==> src/rtl/fwd_hazard_unit.sv <==
// Forwarding and load-use hazard unit: shadow pipeline of destination info from EX onward,
// per-operand forward selects and a load-use stall counter. `define FWD_HAZARD_STATS_EN adds counters.
module fwd_hazard_unit #(
  parameter int FWD_DEPTH = 2,
  parameter int LOAD_LAT  = 1,
  localparam int SEL_W    = $clog2(FWD_DEPTH + 1)
) (
  input  logic             CLK,
  input  logic             nRST,
  input  logic             pipe_en,
  input  logic             flush,
  input  logic             id_valid,
  input  logic [4:0]       id_rs,
  input  logic [4:0]       id_rt,
  input  logic             id_i_type,
  input  logic [4:0]       id_wsel,
  input  logic             id_regwrite,
  input  logic             id_memread,
  output logic [SEL_W-1:0] fwd_sel_a,
  output logic [SEL_W-1:0] fwd_sel_b,
  output logic             stall
`ifdef FWD_HAZARD_STATS_EN
  ,
  output logic [15:0]      stall_cycles,
  output logic [15:0]      fwd_count
`endif
);

  localparam int CNT_W = 2;

  typedef struct packed {
    logic       valid;
    logic [4:0] wsel;
    logic       regwrite;
    logic       memread;
  } shadow_t;

  shadow_t           entry_q [0:FWD_DEPTH];
  logic [4:0]        ex_rs_q;
  logic [4:0]        ex_rt_q;
  logic              ex_i_type_q;
  logic [CNT_W-1:0]  cnt_q;
  logic              hz;

  // A load in EX that writes a register the ID instruction reads.
  assign hz = id_valid && entry_q[0].valid && entry_q[0].memread && entry_q[0].regwrite &&
              (entry_q[0].wsel != 5'd0) &&
              ((entry_q[0].wsel == id_rs) || (!id_i_type && (entry_q[0].wsel == id_rt)));

  assign stall = (hz || (cnt_q != '0)) && !flush;

  // NOTE: every variable driven in always_comb gets a default first, so no path leaves it unassigned and no latch is inferred.
  always_comb begin
    fwd_sel_a = '0;
    fwd_sel_b = '0;
    // Walk from the farthest stage inwards so the nearest match is the last one written.
    for (int k = FWD_DEPTH; k >= 1; k--) begin
      if (entry_q[k].valid && entry_q[k].regwrite && (entry_q[k].wsel != 5'd0)) begin
        if (entry_q[k].wsel == ex_rs_q) fwd_sel_a = SEL_W'(k);
        if (entry_q[k].wsel == ex_rt_q) fwd_sel_b = SEL_W'(k);
      end
    end
    if (ex_i_type_q) fwd_sel_b = '0;
  end

  // NOTE: the shadow array is small and its valid bits must read clear straight out of reset, so every entry is reset rather than left as uninitialised storage.
  always_ff @(posedge CLK or negedge nRST) begin
    if (!nRST) begin
      for (int k = 0; k <= FWD_DEPTH; k++) entry_q[k] <= '0;
      ex_rs_q     <= '0;
      ex_rt_q     <= '0;
      ex_i_type_q <= 1'b0;
      cnt_q       <= '0;
    end else if (pipe_en) begin
      // NOTE: non-blocking assignments let the shift read the pre-edge values of every entry regardless of statement order.
      for (int k = 0; k < FWD_DEPTH; k++) entry_q[k+1] <= entry_q[k];
      if (flush || stall) begin
        entry_q[0]  <= '0;
        ex_rs_q     <= '0;
        ex_rt_q     <= '0;
        ex_i_type_q <= 1'b0;
      end else begin
        entry_q[0]  <= '{valid: id_valid, wsel: id_wsel, regwrite: id_regwrite, memread: id_memread};
        ex_rs_q     <= id_rs;
        ex_rt_q     <= id_rt;
        ex_i_type_q <= id_i_type;
      end
      // Flush discards the waiting consumer, so any remaining bubbles are pointless.
      if (flush)              cnt_q <= '0;
      else if (cnt_q != '0)   cnt_q <= cnt_q - CNT_W'(1);
      else if (hz)            cnt_q <= CNT_W'(LOAD_LAT - 1);
    end
  end

`ifdef FWD_HAZARD_STATS_EN
  logic [1:0]  fwd_inc;
  logic [16:0] fwd_sum;

  assign fwd_inc = {1'b0, (fwd_sel_a != '0)} + {1'b0, (fwd_sel_b != '0)};
  assign fwd_sum = {1'b0, fwd_count} + {15'd0, fwd_inc};

  always_ff @(posedge CLK or negedge nRST) begin
    if (!nRST) begin
      stall_cycles <= '0;
      fwd_count    <= '0;
    end else if (pipe_en) begin
      if (stall && (stall_cycles != 16'hFFFF)) stall_cycles <= stall_cycles + 16'd1;
      fwd_count <= fwd_sum[16] ? 16'hFFFF : fwd_sum[15:0];
    end
  end
`endif

endmodule

==> config.mk <==
export PLATFORM = sky130hd
export DESIGN_NAME = fwd_hazard_unit
export DESIGN_NICKNAME = d
export VERILOG_FILES = /design/src/rtl/fwd_hazard_unit.sv
export SDC_FILE = /design/constraint.sdc
export NUM_CORES = 1
export LEC_CHECK = 0
export BUFFER_PORTS_ARGS = -buffer_cell sky130_fd_sc_hd__buf_4
export CAP_MARGIN = 20
export CORE_ASPECT_RATIO = 0.5
export CORE_MARGIN = 2
export CORE_UTILIZATION = 56
export CTS_BUF_LIST = sky130_fd_sc_hd__clkbuf_16
export DETAILED_ROUTE_END_ITERATION = 6
export GPL_ROUTABILITY_DRIVEN = 0
export PLACE_DENSITY = 0.78
export SYNTH_ARGS = -nofsm -noshare
export SYNTH_HDL_FRONTEND = slang
export SYNTH_SLANG_ARGS = --single-unit
==> constraint.sdc <==
create_clock -name CLK -period 2.95 [get_ports CLK]
set_input_delay 0.885 -clock CLK [delete_from_list [all_inputs] [get_ports CLK]]
set_output_delay 0.885 -clock CLK [all_outputs]
set_load 0.05 [all_outputs]
## Word level (Yosys, flattened, before mapping)

Index checks and enable logic that the tools add are counted.

- Flip-flop bits (word level): 35
- Input bits: 23
- Output and inout port bits: 5
- Logic and storage cells: 59

- $add $sub $neg: 1
- Equality and inequality tests: 6
- Mux-type cells: 16
- Reductions and logical operators: 22

Operator list:

| operator | count |
|---|---|
| == test 5 bit | 6 |
| 2-to-1 mux 2 bit | 12 |
| nonzero test 5 bit | 3 |
| logical AND 1 bit | 11 |
| 2-to-1 mux 5 bit | 2 |
| 2-to-1 mux 8 bit | 1 |
| logical OR 1 bit | 3 |
| nonzero test 3 bit | 1 |
| logical NOT 1 bit | 2 |
| AND reduction 2 bit | 1 |
| nonzero test 2 bit | 1 |
| subtractor 2 x 1 -> 2 bit, second input constant | 1 |
| 2-to-1 mux 1 bit | 1 |

## Logic depth before layout (Yosys ltp)

- Depth after elaboration: 9
- Depth in mapped cells: 7
- Mapped depth without buffers: 4

## Least setup slack after synthesis

Ideal clock, no wire load.

- Kind: register -> output
- Start: register entry_q[11] in the netlist's numbering
- End: output fwd_sel_a[1]
- Arrival: 2,328 ps
- Slack: -263 ps
- Cell stages (with the launch flop): 5
- Buffers on the path: 0
- Path through: dfrtp_1 -> or4_1 -> o211ai_2 -> nor4_2 -> nor4_2

- Word-level cells in the longest chain between the ends: 3

Ends and longest elaborated chain:

| item | RTL line | RTL |
|---|---|---|
| start: declaration | 38 | `shadow_t entry_q [0:FWD_DEPTH];` |
| == test 5 bit or nonzero test 5 bit (tied branches) | 59, 58 |  |
| 2-to-1 mux 2 bit or logical AND 1 bit (tied branches) | 59, 58 |  |
| 2-to-1 mux 2 bit (*) | 58 | `if (entry_q[k].valid && entry_q[k].regwrite && (entry_q[k].wsel != 5'd0)) begin` |
| end: declaration | 19 | `output logic [SEL_W-1:0] fwd_sel_a,` |

Every way passes the cells marked *; elsewhere a longest branch is shown, timed or not.

## Final worst setup path

Ends and elaborated chain as after synthesis.

==> flow_summary.ini <==
[floorplanning]
std_cell_rows = 14
die-area_um2 = 3920
initial_core_util_pct = 61.2
io_pins = 28
die_h_um = 45.3
core-area_um2 = 3120
chipWidth_um = 86.5

[synth]
netlist_instances = 179
netlist_area_um2 = 1910
synth_warnings = 0
yosys_register_bits = 35
synthDistinctLibCells = 29
syn_avg_cell_area_um2 = 10.7
syn-num-nets = 202
seq_area_frac_synth_pct = 45.9

[clock_network]
insertion_delay_ps = 270
clkTransAtPathRegs_ps = 50
root_buffer = clkbuf_16
cts_buffer_depth = 2
numCtsBuffers = 5
cts_tree = yes
cts_sinks = 35
htreeDepth = 2

[pwr]
finalPower_uw = 1460
p_leak_uw = 0.000992
ir_drop_mv = 0.401
power_density_nw_per_um2 = 602

[worst_setup_path]
r2r_start = entry_q[20]
startpoint = entry_q[11]
cp_top_family = simple AND/OR/NAND/NOR gates
criticalPathCategory = register to primary output
critPathSlowestCell = or4_4
slowest_delay_ps = 550
r2r_cells = 6
worstPathArrival_ps = 2010
crit_path_cell_trace = or4_4 > o211ai_4 > nor4_4 > nor4_4 > buf_6
worstPathRequired_ps = 2070
end_kind = primary output
crit_top_cell = nor4_4
crit_buf_inv = 1
path_depth = 5
path_max_fanout = 3
setup.worst_path.start_class = register

[cells_and_area]
num_antenna_cells = 0
multi_input_area_um2 = 1070
finalNonFillerCells = 250
synthToLayoutAreaGrowth_pct = 26.9
stdcell_area_um2 = 2420
drive_gt1_share_pct = 33.8
fill_cells = 201
nets = 234
seq_area_um2 = 878

[global_route]
antenna_found_initial = 0
grt_max_degree = 39
grt-ovfl-total = 0
grtUsageTotal_pct = 26.2
grt_pass1_vias = 1474
grt_pass1_wl_mm = 7.63

[min_path]
hold_path_depth = 2
hp-class = register to register
min_from = entry_q[16]

[sta]
final-max-slew-violation-count = 0
clock.fmax_ghz = 0.346
worst_pin_slew_ps = 638
finalHoldViolCount = 0
fin_ws_ps = 58.8
min_period_ps = 2890
slew_headroom_pct = 57.4
finalSetupViolCount = 0
rsz0062_at_grt = true
period_share_pct = 98.0
worst_hold_slack_ps = 501
clock_skew_ps = 2.58

[detailed_routing]
viasPerCell = 6.41
firstDrtPassIters = 4
route.detailed.drc = 0
wl_per_cell_um = 19.0
first_iter_violations = 101
drt_wl_total_mm = 4.76
ant_nets = 0
vias = 1602

[placed_design]
place_inst = 239
dpl_cell_area_um2 = 2180
pre_cts_ws_ps = 0.283
dp_hpwl_mm = 3.21
io_buffers = 27

[job]
maxCapViolations = 0

[run_status]
run_status = finished clean
## sequential cells by signal (all words and copies together), names as in the netlist
name and flops:
cnt_q 2, entry_q 22, ex_i_type_q 1, ex_rs_q 5
ex_rt_q 5
## path summary, 6_finish.rpt
path / end / slack (ps)
worst max register to register: ex_rs_q[1] / 1080
worst min register to register: entry_q[16] / 500
max in group asynchronous: entry_q[12] / 2040
worst min-delay path: entry_q[16] / 500
min in group asynchronous: entry_q[21] / 560
worst max-delay path: fwd_sel_a[1] / 60
## per-layer routing
| layer | up-vias | wire [um] | track usage, % |
|---|---|---|---|
| li1 | 735 | - | - |
| met1 | 790 | 2110 | 37.0 |
| met2 | 72 | 2190 | 41.1 |
| met3 | 5 | 425 | 5.85 |
| met4 | 0 | 34 | 8.44 |
| met5 | - | 0 | 0 |
## worst register-to-register path, delay by kind of cell (launching register included)
family                    cells  cell delay, ps
DFF                           1             480
AOI/OAI and AO/OA             2             510
buffers and inverters         2             380
xor gates and xnor gates      1             190
and+or+nand+nor               1             170
## kinds of logic (layout without fill, tap and decap cells)
group                     Yosys count  in the layout  synth area share (%)
and+or+nand+nor                    41             41                  11.5
muxes                              14             14                  8.27
buffers and inverters              13             44                  3.21
AOI/OAI and AO/OA                  46             46                  17.3
xor gates and xnor gates           30             30                  13.8
DFF                                35             35                  45.9
## area by class of cell
class	instances	share of cell area (%)
well taps	40	2.07
clock buffers	5	5.17
inverters	1	0.155
multi-input cells	131	44.2
clock inverters	1	0.155
flip-flops and latches	35	36.3
repair buffers	37	11.9
## per-stage QoR
step	setup TNS, ps	util (%)
after floorplan	0	-
after global placement	0	69.9
after detailed placement	0	69.9
after CTS	0	76.5
after global routing	-3.89	77.6
final	0	77.6
## power breakdown
| part | leakage, uW | internal (uW) | total (uW) | switching, uW |
|---|---|---|---|---|
| clock network | 0.0000669 | 299 | 470 | 171 |
| registers | 0.000432 | 552 | 652 | 100 |
| logic | 0.000493 | 171 | 335 | 164 |
## what timing repair did
action                     CTS  global route
resized for setup            9             4
pin swaps                    2             4
buffers inserted             4             1
gates cloned                 0             0
hold buffers                 0             0
setup endpoints to repair    3             2
## placed cells by master, fill, tap and decap left out, types with 2 or more instances in the layout
master     count
clkbuf_16      5
or4_1          2
xnor2_1       14
nor2_1         2
xor2_1        13
mux2_2        14
dfrtp_1       33
buf_6          3
nor4_4         3
o21ai_0       15
buf_4         34
o21ai_1        5
nand2_1       21
nand3_1        3
a32oi_1       19
inv_1          2
xnor2_2        3
dfrtp_2        2
o2111ai_1      2
## Yosys cell counts (all sizes together)
master	n	area, um^2
o2111ai	2	17.5
xor2	13	114
xnor2	17	149
nor3	2	10.0
nor2b	1	6.26
nand2	21	78.8
a21boi	1	7.51
or4	3	22.5
clkbuf	6	22.5
a32oi	19	166
nor2	2	7.51
o211ai	1	12.5
a22o	1	8.76
o21ai	20	100
nor4	5	50.1
mux2	14	158
o32ai	1	8.76
nand4	1	6.26
nand3	3	15.0
buf	6	35.0
nor3b	1	7.51
o2bb2ai	1	8.76
inv	1	3.75
nand2b	1	6.26
dfrtp	35	876
and4	1	8.76
(Power assumes the default switching activity.)
